<file path="config.mk">
export PLATFORM = sky130hd
export DESIGN_NAME = iopmp_rcd_drainer
export DESIGN_NICKNAME = d
export VERILOG_FILES = /design/src/rtl/iopmp_pkg.sv /design/src/rtl/iopmp_rcd_fifo.sv /design/src/rtl/iopmp_rcd_drainer.sv
export SDC_FILE = /design/constraint.sdc
export NUM_CORES = 1
export LEC_CHECK = 0
export CAP_MARGIN = 20
export CORE_MARGIN = 2
export CORE_UTILIZATION = 45
export DETAILED_ROUTE_END_ITERATION = 12
export DONT_BUFFER_PORTS = 1
export GPL_TIMING_DRIVEN = 0
export HOLD_SLACK_MARGIN = 0.03
export SYNTH_ARGS = -nofsm -noshare
export SYNTH_HDL_FRONTEND = slang
export SYNTH_SLANG_ARGS = --single-unit
</file>
<file path="constraint.sdc">
create_clock -name clk_i -period 8.8 [get_ports clk_i]
set_clock_uncertainty 0.15 [all_clocks]
set_input_delay 0.88 -clock clk_i [delete_from_list [all_inputs] [get_ports clk_i]]
set_output_delay 0.88 -clock clk_i [all_outputs]
set_load 0.005 [all_outputs]
</file>
<file path="src/rtl/iopmp_pkg.sv">
// Shared IOPMP register offsets plus the types used by the record-drain logic.
package iopmp_pkg;

    localparam logic [31:0] IOPMP_CTL_OFF      = 32'h0000_0000;
    localparam logic [31:0] IOPMP_RCD_OFF      = 32'h0000_0060;
    localparam logic [31:0] IOPMP_RCD_ADDR_OFF = 32'h0000_0068;

    typedef enum logic [1:0] {
        IDLE    = 2'd0,
        RD_RCD  = 2'd1,
        RD_ADDR = 2'd2,
        CLR     = 2'd3
    } drn_state_e;

    // rcd: [31] ILLCGT, [30:28] EXTRA, [27:15] LEN, [14] R, [13:0] SID
    typedef struct packed {
        logic [31:0] rcd;
        logic [63:0] addr;
    } iopmp_rec_t;

endpackage

</file>
<file path="src/rtl/iopmp_rcd_fifo.sv">
// First-word fall-through record FIFO; pointers wrap modulo DEPTH (power of two).
module iopmp_rcd_fifo #(
    parameter int  DEPTH = 4,
    parameter type rec_t = logic [95:0]
) (
    input  logic clk_i,
    input  logic rst_ni,
    input  logic push,
    input  rec_t push_data,
    input  logic pop,
    output logic valid,
    output rec_t head,
    output logic full
);

    localparam int PTR_W = $clog2(DEPTH);
    localparam int CNT_W = PTR_W + 1;
    localparam logic [CNT_W-1:0] FULL_CNT = CNT_W'(DEPTH);

    rec_t             mem [DEPTH];
    logic [PTR_W-1:0] wr_ptr;
    logic [PTR_W-1:0] rd_ptr;
    logic [CNT_W-1:0] count;
    logic             do_push;
    logic             do_pop;

    assign valid   = (count != '0);
    assign full    = (count == FULL_CNT);
    assign head    = mem[rd_ptr];
    assign do_pop  = pop & valid;
    assign do_push = push & ~full;

    always_ff @(posedge clk_i or negedge rst_ni) begin
        if (!rst_ni) begin
            wr_ptr <= '0;
            rd_ptr <= '0;
            count  <= '0;
        end else begin
            if (do_push) wr_ptr <= wr_ptr + 1'b1;
            if (do_pop)  rd_ptr <= rd_ptr + 1'b1;
            case ({do_push, do_pop})
                2'b10:   count <= count + 1'b1;
                2'b01:   count <= count - 1'b1;
                default: count <= count;
            endcase
        end
    end

    // Storage is not reset; the head is only observed while valid is high.
    always_ff @(posedge clk_i) begin
        if (do_push) mem[wr_ptr] <= push_data;
    end

endmodule

</file>
<file path="src/rtl/iopmp_rcd_drainer.sv">
// Polls the IOPMP violation record, drains illegal records into a FIFO and
// shares the IOPMP config port with a host that has priority while idle.
//
// state   | meaning
// IDLE    | poll counter runs; host may access the config port
// RD_RCD  | read iopmp_rcd, continue only if ILLCGT is set
// RD_ADDR | read iopmp_rcd_addr
// CLR     | W1C the record and push it into the FIFO
module iopmp_rcd_drainer
    import iopmp_pkg::*;
#(
    parameter logic [31:0] IOPMP_BASE  = 32'h5000_0000,
    parameter int          POLL_CYCLES = 16,
    parameter int          FIFO_DEPTH  = 4
) (
    input  logic        clk_i,
    input  logic        rst_ni,
    input  logic        host_req_i,
    input  logic        host_we_i,
    input  logic [31:0] host_addr_i,
    input  logic [63:0] host_wdata_i,
    output logic        host_gnt_o,
    output logic [63:0] host_rdata_o,
    output logic [31:0] address_cfg,
    output logic        en_cfg,
    output logic        we_cfg,
    output logic [63:0] wdata_cfg,
    input  logic [63:0] rdata_cfg,
    output logic        rec_valid_o,
    input  logic        rec_ready_i,
    output logic [31:0] rec_rcd_o,
    output logic [63:0] rec_addr_o,
    output logic        irq_o
);

    localparam logic [15:0] RELOAD    = 16'(POLL_CYCLES - 1);
    localparam logic [31:0] RCD_ADR   = IOPMP_BASE + IOPMP_RCD_OFF;
    localparam logic [31:0] RCDA_ADR  = IOPMP_BASE + IOPMP_RCD_ADDR_OFF;

    drn_state_e  state_q, state_d;
    logic [15:0] cnt_q, cnt_d;
    logic [31:0] rcd_q;
    logic [63:0] addr_q;
    logic        host_req;
    logic        push;
    logic        fifo_valid;
    logic        fifo_full;
    iopmp_rec_t  push_rec;
    iopmp_rec_t  head_rec;

    // Gating with reset keeps every output low while rst_ni is asserted.
    assign host_req = host_req_i & rst_ni;

    always_comb begin
        state_d     = state_q;
        cnt_d       = cnt_q;
        host_gnt_o  = 1'b0;
        en_cfg      = 1'b0;
        we_cfg      = 1'b0;
        address_cfg = '0;
        wdata_cfg   = '0;
        push        = 1'b0;
        case (state_q)
            IDLE: begin
                if (host_req) begin
                    host_gnt_o  = 1'b1;
                    en_cfg      = 1'b1;
                    we_cfg      = host_we_i;
                    address_cfg = host_addr_i;
                    wdata_cfg   = host_wdata_i;
                end
                if (cnt_q != '0) begin
                    cnt_d = cnt_q - 1'b1;
                end else if (!host_req && !fifo_full) begin
                    state_d = RD_RCD;
                    cnt_d   = RELOAD;
                end
            end
            RD_RCD: begin
                en_cfg      = 1'b1;
                address_cfg = RCD_ADR;
                state_d     = rdata_cfg[31] ? RD_ADDR : IDLE;
            end
            RD_ADDR: begin
                en_cfg      = 1'b1;
                address_cfg = RCDA_ADR;
                state_d     = CLR;
            end
            CLR: begin
                en_cfg      = 1'b1;
                we_cfg      = 1'b1;
                address_cfg = RCD_ADR;
                wdata_cfg   = 64'h1;
                push        = 1'b1;
                state_d     = IDLE;
            end
            default: state_d = IDLE;
        endcase
    end

    assign host_rdata_o = host_gnt_o ? rdata_cfg : '0;

    always_ff @(posedge clk_i or negedge rst_ni) begin
        if (!rst_ni) begin
            state_q <= IDLE;
            cnt_q   <= RELOAD;
            rcd_q   <= '0;
            addr_q  <= '0;
        end else begin
            state_q <= state_d;
            cnt_q   <= cnt_d;
            if (state_q == RD_RCD)  rcd_q  <= rdata_cfg[31:0];
            if (state_q == RD_ADDR) addr_q <= rdata_cfg;
        end
    end

    assign push_rec.rcd  = rcd_q;
    assign push_rec.addr = addr_q;

    iopmp_rcd_fifo #(
        .DEPTH (FIFO_DEPTH),
        .rec_t (iopmp_rec_t)
    ) u_fifo (
        .clk_i     (clk_i),
        .rst_ni    (rst_ni),
        .push      (push),
        .push_data (push_rec),
        .pop       (rec_ready_i),
        .valid     (fifo_valid),
        .head      (head_rec),
        .full      (fifo_full)
    );

    assign rec_valid_o = fifo_valid;
    assign irq_o       = fifo_valid;
    assign rec_rcd_o   = fifo_valid ? head_rec.rcd  : '0;
    assign rec_addr_o  = fifo_valid ? head_rec.addr : '0;

endmodule

</file>
After elaboration in Yosys (flattened, before gate mapping)
Memories as Yosys holds them, arrays and structs flattened.
Index checks and enable logic that the tools add are counted.
{ "totals": {"register_bits": 121, "ram_bits": 384, "inputBits": 165, "out_inout_bits": 261, "elab_cells": 59, "memories": 1} }
{ "mem_list": {"columns": ["name", "depth", "width", "rd", "rd_ports_with_merged_regs", "write_ports", "line", "text"], "rows": [
  ["u_fifo.mem", 4, 96, 1, 0, 1, "iopmp_rcd_fifo.sv:20", "rec_t mem [DEPTH];"]
]} }
{ "op_classes": {"add_sub_neg": 5, "n_eq_ne": 8, "n_mux": 22, "n_bitwise": 4, "reduce_logical": 12} }
{ "ops": {"columns": ["op", "count"], "rows": [
  ["$mux 64", 3],
  ["$pmux 64 s2", 1],
  ["$pmux 32 s3", 1],
  ["$mux 32", 2],
  ["$mux 16", 2],
  ["$reduce_bool 16->1", 1],
  ["$sub 16x1->16 const B", 1],
  ["$pmux 2 s4", 1],
  ["$eq 2x2->1 const B", 3],
  ["$mux 1", 6],
  ["$mux 2", 3],
  ["$pmux 3 s2", 1],
  ["$add 2x1->2 const B", 2],
  ["$eq 2x1->1 const B", 2],
  ["$ne 2x2->1 const B", 2],
  ["$pmux 1 s2", 2],
  ["$reduce_and 2->1", 2],
  ["$reduce_bool 2->1", 2],
  ["$add 3x1->3 const B", 1],
  ["$and 1x1->1", 3],
  ["$eq 3x3->1 const B", 1],
  ["$reduce_bool 3->1", 1],
  ["$reduce_or 3->1", 1],
  ["$sub 3x1->3 const B", 1],
  ["other kinds (5)", 6]
]} }

Logic depth before layout (Yosys ltp)
{ "depth": {"word_depth": 6, "mapped_depth": 9, "ltp_nobuf": 8} }

By module
A second synthesis with hierarchy kept.
{ "hier_totals": {"cells_unflattened": 1166, "area_unflattened_um2": 20688.6} }
{ "by_module_without_submodules": {"columns": ["module", "instances", "cells_each", "area_each_um2", "seq_area_each_um2"], "rows": [
  ["iopmp_rcd_fifo", 1, 540, 14251.2, 11706.2],
  ["iopmp_rcd_drainer", 1, 626, 6437.4, 2857.7]
]} }

Least setup slack after synthesis
OpenSTA, ideal clock, no wires.
{ "synth_timing": {"path_type": "reg2reg", "from": "reg u_fifo.count[2]", "to": "mem u_fifo.mem[0][0] (netlist bit), enable pin", "setup_time_ns": 0.466, "arrival_time_ns": 3.115, "t_required_ns": 8.184, "setup_slack_ns": 5.069, "stages_incl_launch_ff": 4, "n_path_buf": 1, "synth_period_minus_slack_ns": 3.731, "path_cell_list": "dfrtp_1 -> or3b_1 -> clkbuf_1 -> and3_1"} }
{ "synth_via": {"elab_chain_len": 5} }
{ "synth_rtl": {"columns": ["element", "line", "text"], "rows": [
  ["from (decl)", "iopmp_rcd_fifo.sv:23", "logic [CNT_W-1:0] count;"],
  ["from (signal assigned)", "iopmp_rcd_fifo.sv:42", "2'b10: count <= count + 1'b1;"],
  ["from (signal assigned)", "iopmp_rcd_fifo.sv:43", "2'b01: count <= count - 1'b1;"],
  ["from (signal assigned)", "iopmp_rcd_fifo.sv:44", "default: count <= count;"],
  ["$eq 3x3->1", "iopmp_rcd_fifo.sv:28", "assign full = (count == FULL_CNT);"],
  ["$not 1->1", "iopmp_rcd_fifo.sv:31", "assign do_push = push & ~full;"],
  ["$and 1x1->1", "iopmp_rcd_fifo.sv:31", null],
  ["$mux 1", "iopmp_rcd_fifo.sv:51", "if (do_push) mem[wr_ptr] <= push_data;"],
  ["$mux 1 (implied by the code)", "iopmp_rcd_fifo.sv:51", null],
  ["to (decl)", "iopmp_rcd_fifo.sv:20", null]
]} }
No other way between the ends.

Worst setup path after layout
{ "layout_timing": {"from": "reg state_q[0]", "to": "out address_cfg[3]"} }
{ "layout_via": {"elab_chain_len": 3, "word_cells_on_any_way": 6, "cone_classes": "eq/ne: 3; mux: 1; reduce/logical: 2"} }
{ "layout_rtl": {"columns": ["element", "line", "text"], "rows": [
  ["from (decl)", "iopmp_rcd_drainer.sv:40", "drn_state_e state_q, state_d;"],
  ["from (signal assigned)", "iopmp_rcd_drainer.sv:110", "state_q <= state_d;"],
  ["$eq 2x1->1 / $eq 2x2->1 (equally long branches)", "iopmp_rcd_drainer.sv:63", "case (state_q)"],
  ["$reduce_or 2->1 (no source line)", null, null],
  ["$pmux 32 s3 (*)", "iopmp_rcd_drainer.sv:63", null],
  ["to (decl)", "iopmp_rcd_drainer.sv:24", "output logic [31:0] address_cfg,"]
]} }
Every way passes the cells marked *; elsewhere a longest branch is shown, timed or not.

==> impl_results.md <==
- Status: complete, no violations
- Detailed Route WL: about 52000 um
- Number of global-route vias before repair: roughly 11k
- Starting Density: a little under half
- Worst-Margin Slew: about 1100 ps
- Chip Height: around 220 um
- Area contributors post-synth: edfxtp_1 56%, dfrtp_1 14%, mux4_2 10%
- CTS Sinks: 505
- R2R setup slack: between 5000 and 6000 ps
- CP Launch Type: flip-flop
- Post-synthesis async set-or-reset flop share: 24.0%
- DRC: 0
- Final instance area: 23500 um^2
- DRT antenna net count: 0
- GR Util met3: 4.69%
- Crit path from: state_q[0]
- Clk_lat worst skew: 590 ps
- Power per standard cell area: around 360 nW/um^2
- Synthesized flop and latch total: about 510
- Final setup margin: 4580 ps
- CP max FO: 10
- Worst path arrival time: about 3200 ps
- 1st-pass router iterations: 4
- Syn Std Cell Area: a little over 20000 um^2
- Period minus WS final: between 4000 and 5000 ps
- CTS Buffer Depth: 3
- Setup violations, final: 0
- First-pass GRT wire length: 75200 um
- I/O pin cnt: about 430
- IO buf count: 0
- Placed cell area: 21700 um^2
- Rows: 78
- CP Capture Type: output pin
- H-tree Lvls: 2
- Leakage power: between 8 and 9 nW
- Cell count of the worst reg-to-reg path: 5
- Final period util: ~48%
- Synth cell count leaders: 384 x edfxtp_1, 159 x and2_1, 117 x dfrtp_1
- Place WS: just under 5000 ps
- Top Usage Layer GRT: met2
- Vias: 10.7k
- Die width: 219 um
- Worst Setup EP: address_cfg[3]
- Largest net degree at the start of global routing: roughly 120
- Post-synthesis sequential area ratio: a little over two thirds
- Vias per Instance: ~5.7
- Final hold slack: around 61 ps
- Met1 Use GR: slightly below 30%
- WP data required: between 7000 and 8000 ps
- Yosys cell types: 56
- Final RePlAce weighted congestion: slightly above 1
- Fin. Hold Viols: 0
- CTS clock-pin slew for the worst setup and hold paths: 70 ps
- Crit Path Category: flip-flop to output pin
- Total CTS buffers: 52
- Total core area: between 40000 and 50000 um^2
- TritonCTS clock tree: yes
- Met2 usage in global routing: 36.7%
- Area delta synth->final: 13.1%
- Wire per inst: around 28 um
- Root Buffer: clkbuf_16
- Max-Cap Viols: 0
- Syn_nets: around 1.3k
- Die area: ~48000 um^2
- Setup TNS: 0 ps
- Synth area leader: edfxtp_1
- GRT Resource Usage Total: between 20 and 25%
- Final core utilization: 51.6%
- RSZ-0062 raised after global routing: no
- Worst R2R End: addr_q[25]
- Peak Freq: roughly 240 MHz
- Top FF cell, synth: edfxtp_1
- Worst flop-to-flop path startpoint: state_q[0]
- Ratio of cells with drive above 1 in the final layout: roughly 25%
- Most common cell in the netlist: edfxtp_1
- Global route overflow: 0
- 1st-iter DRT viols: roughly 840
- Relative slew margins: 29.8%
- Worst Hold Class: primary input to async pin
- Slew Limit Fails: 0
- Initial antenna violation count: 6
- Final #Nets: 1406
- Number of synthesized flops with an enable pin: ~380
- Post-Syn Instances: ~1.2k
- Synth Warn #: 0
- VDD IR max: roughly 210 uV
- DP HPWL: around 35000 um
- Area share of the largest cell type after synthesis: a little under three fifths
- Mean post-synth cell area: 17.7 um^2
[flip-flops by register name, indices dropped and copies added, names as in the netlist, named ones only]
name / cells
u_fifo.mem: 384
state_q: 1
u_fifo.wr_ptr: 2
addr_q: 64
u_fifo.rd_ptr: 2
u_fifo.count: 3
cnt_q: 16
rcd_q: 32
[metal layers]
layer	part of all wire, %	up-vias
met5	0	-
met4	2.8	0
met3	5.5	80
met2	50	365
met1	42	5642
li1	-	4637
[worst max-delay path: stages (launching register included)]
cell and delay [ps]:
dfrtp_1 410, inv_1 150, ha_1 260, clkbuf_1 680
clkbuf_1 800, a22o_1 290
[area by class of cell]
class	count	area [um^2]
multi-input combinational	570	5810
inverter	17	63.8
clock inverter	29	332
clock buffer	68	1420
sequential	505	14600
timing repair buffer	7	185
antenna	4	10.0
buffer	77	319
fill	3753	22000
tap	600	751
[worst min-delay path by stage]
stage / slack (ps) / startpoint / to
floorplan: 300 / u_fifo.count[2] / u_fifo.count[2]
global placement: 310 / u_fifo.count[2] / u_fifo.count[2]
detailed placement: 320 / u_fifo.count[2] / u_fifo.count[2]
CTS: 130 / rst_ni / addr_q[52]
global route: 100 / rst_ni / addr_q[52]
finish: 60 / rst_ni / addr_q[52]
[cell usage in the layout (no fill, tap or decap), types with 3 or more instances in the layout]
master	instances
clkinv_1	3
inv_1	17
and3_4	4
bufinv_16	6
o21ai_0	9
xnor2_1	3
clkinv_2	15
mux2i_1	5
diode_2	4
a21oi_1	13
nand2_1	17
xor2_1	4
nand3_1	4
clkbuf_16	52
dfstp_2	4
clkbuf_8	6
edfxtp_1	384
or3_1	6
mux2_2	97
nor3_1	4
nor2_1	6
clkbuf_1	71
buf_16	6
mux4_2	96
buf_2	12
o41ai_1	3
clkinv_8	3
and3_1	92
ha_1	10
and2_1	159
dfrtp_1	117
[cell families (layout without fill, tap and decap cells)]
group | after synthesis | after routing | synth area share, %
AOI/OAI and AO/OA | 41 | 41 | 1.54
xor gates and xnor gates | 7 | 7 | 0.296
adders and majority gates | 11 | 11 | 0.700
buffers and inverters | 94 | 198 | 1.85
DFF | 505 | 505 | 70.2
muxes | 200 | 200 | 16.0
other | 0 | 4 | 0
and+or+nand+nor | 311 | 311 | 9.36
[through the flow]
step                std cells  power, mW
finish                   1877       8.34
global route             1877       8.76
CTS                      1873       8.47
detailed placement       1775       6.21
global placement         1769       6.15
floorplan                1169       5.38
[power breakdown]
part	total (mW)	leakage, nW	internal [mW]	switching [mW]
sequential	3.71	4.89	3.35	0.357
clock	2.24	0.869	1.32	0.920
combinational	2.39	2.53	1.07	1.33
[repair_timing]
action / 4_1_cts / 5_1_grt
gates resized for setup: 0 / 0
hold buffers: 1 / 0
buffers inserted: 0 / 0
endpoints found under the hold margin: 121 / 0
Power figures use the tool's default switching activity.
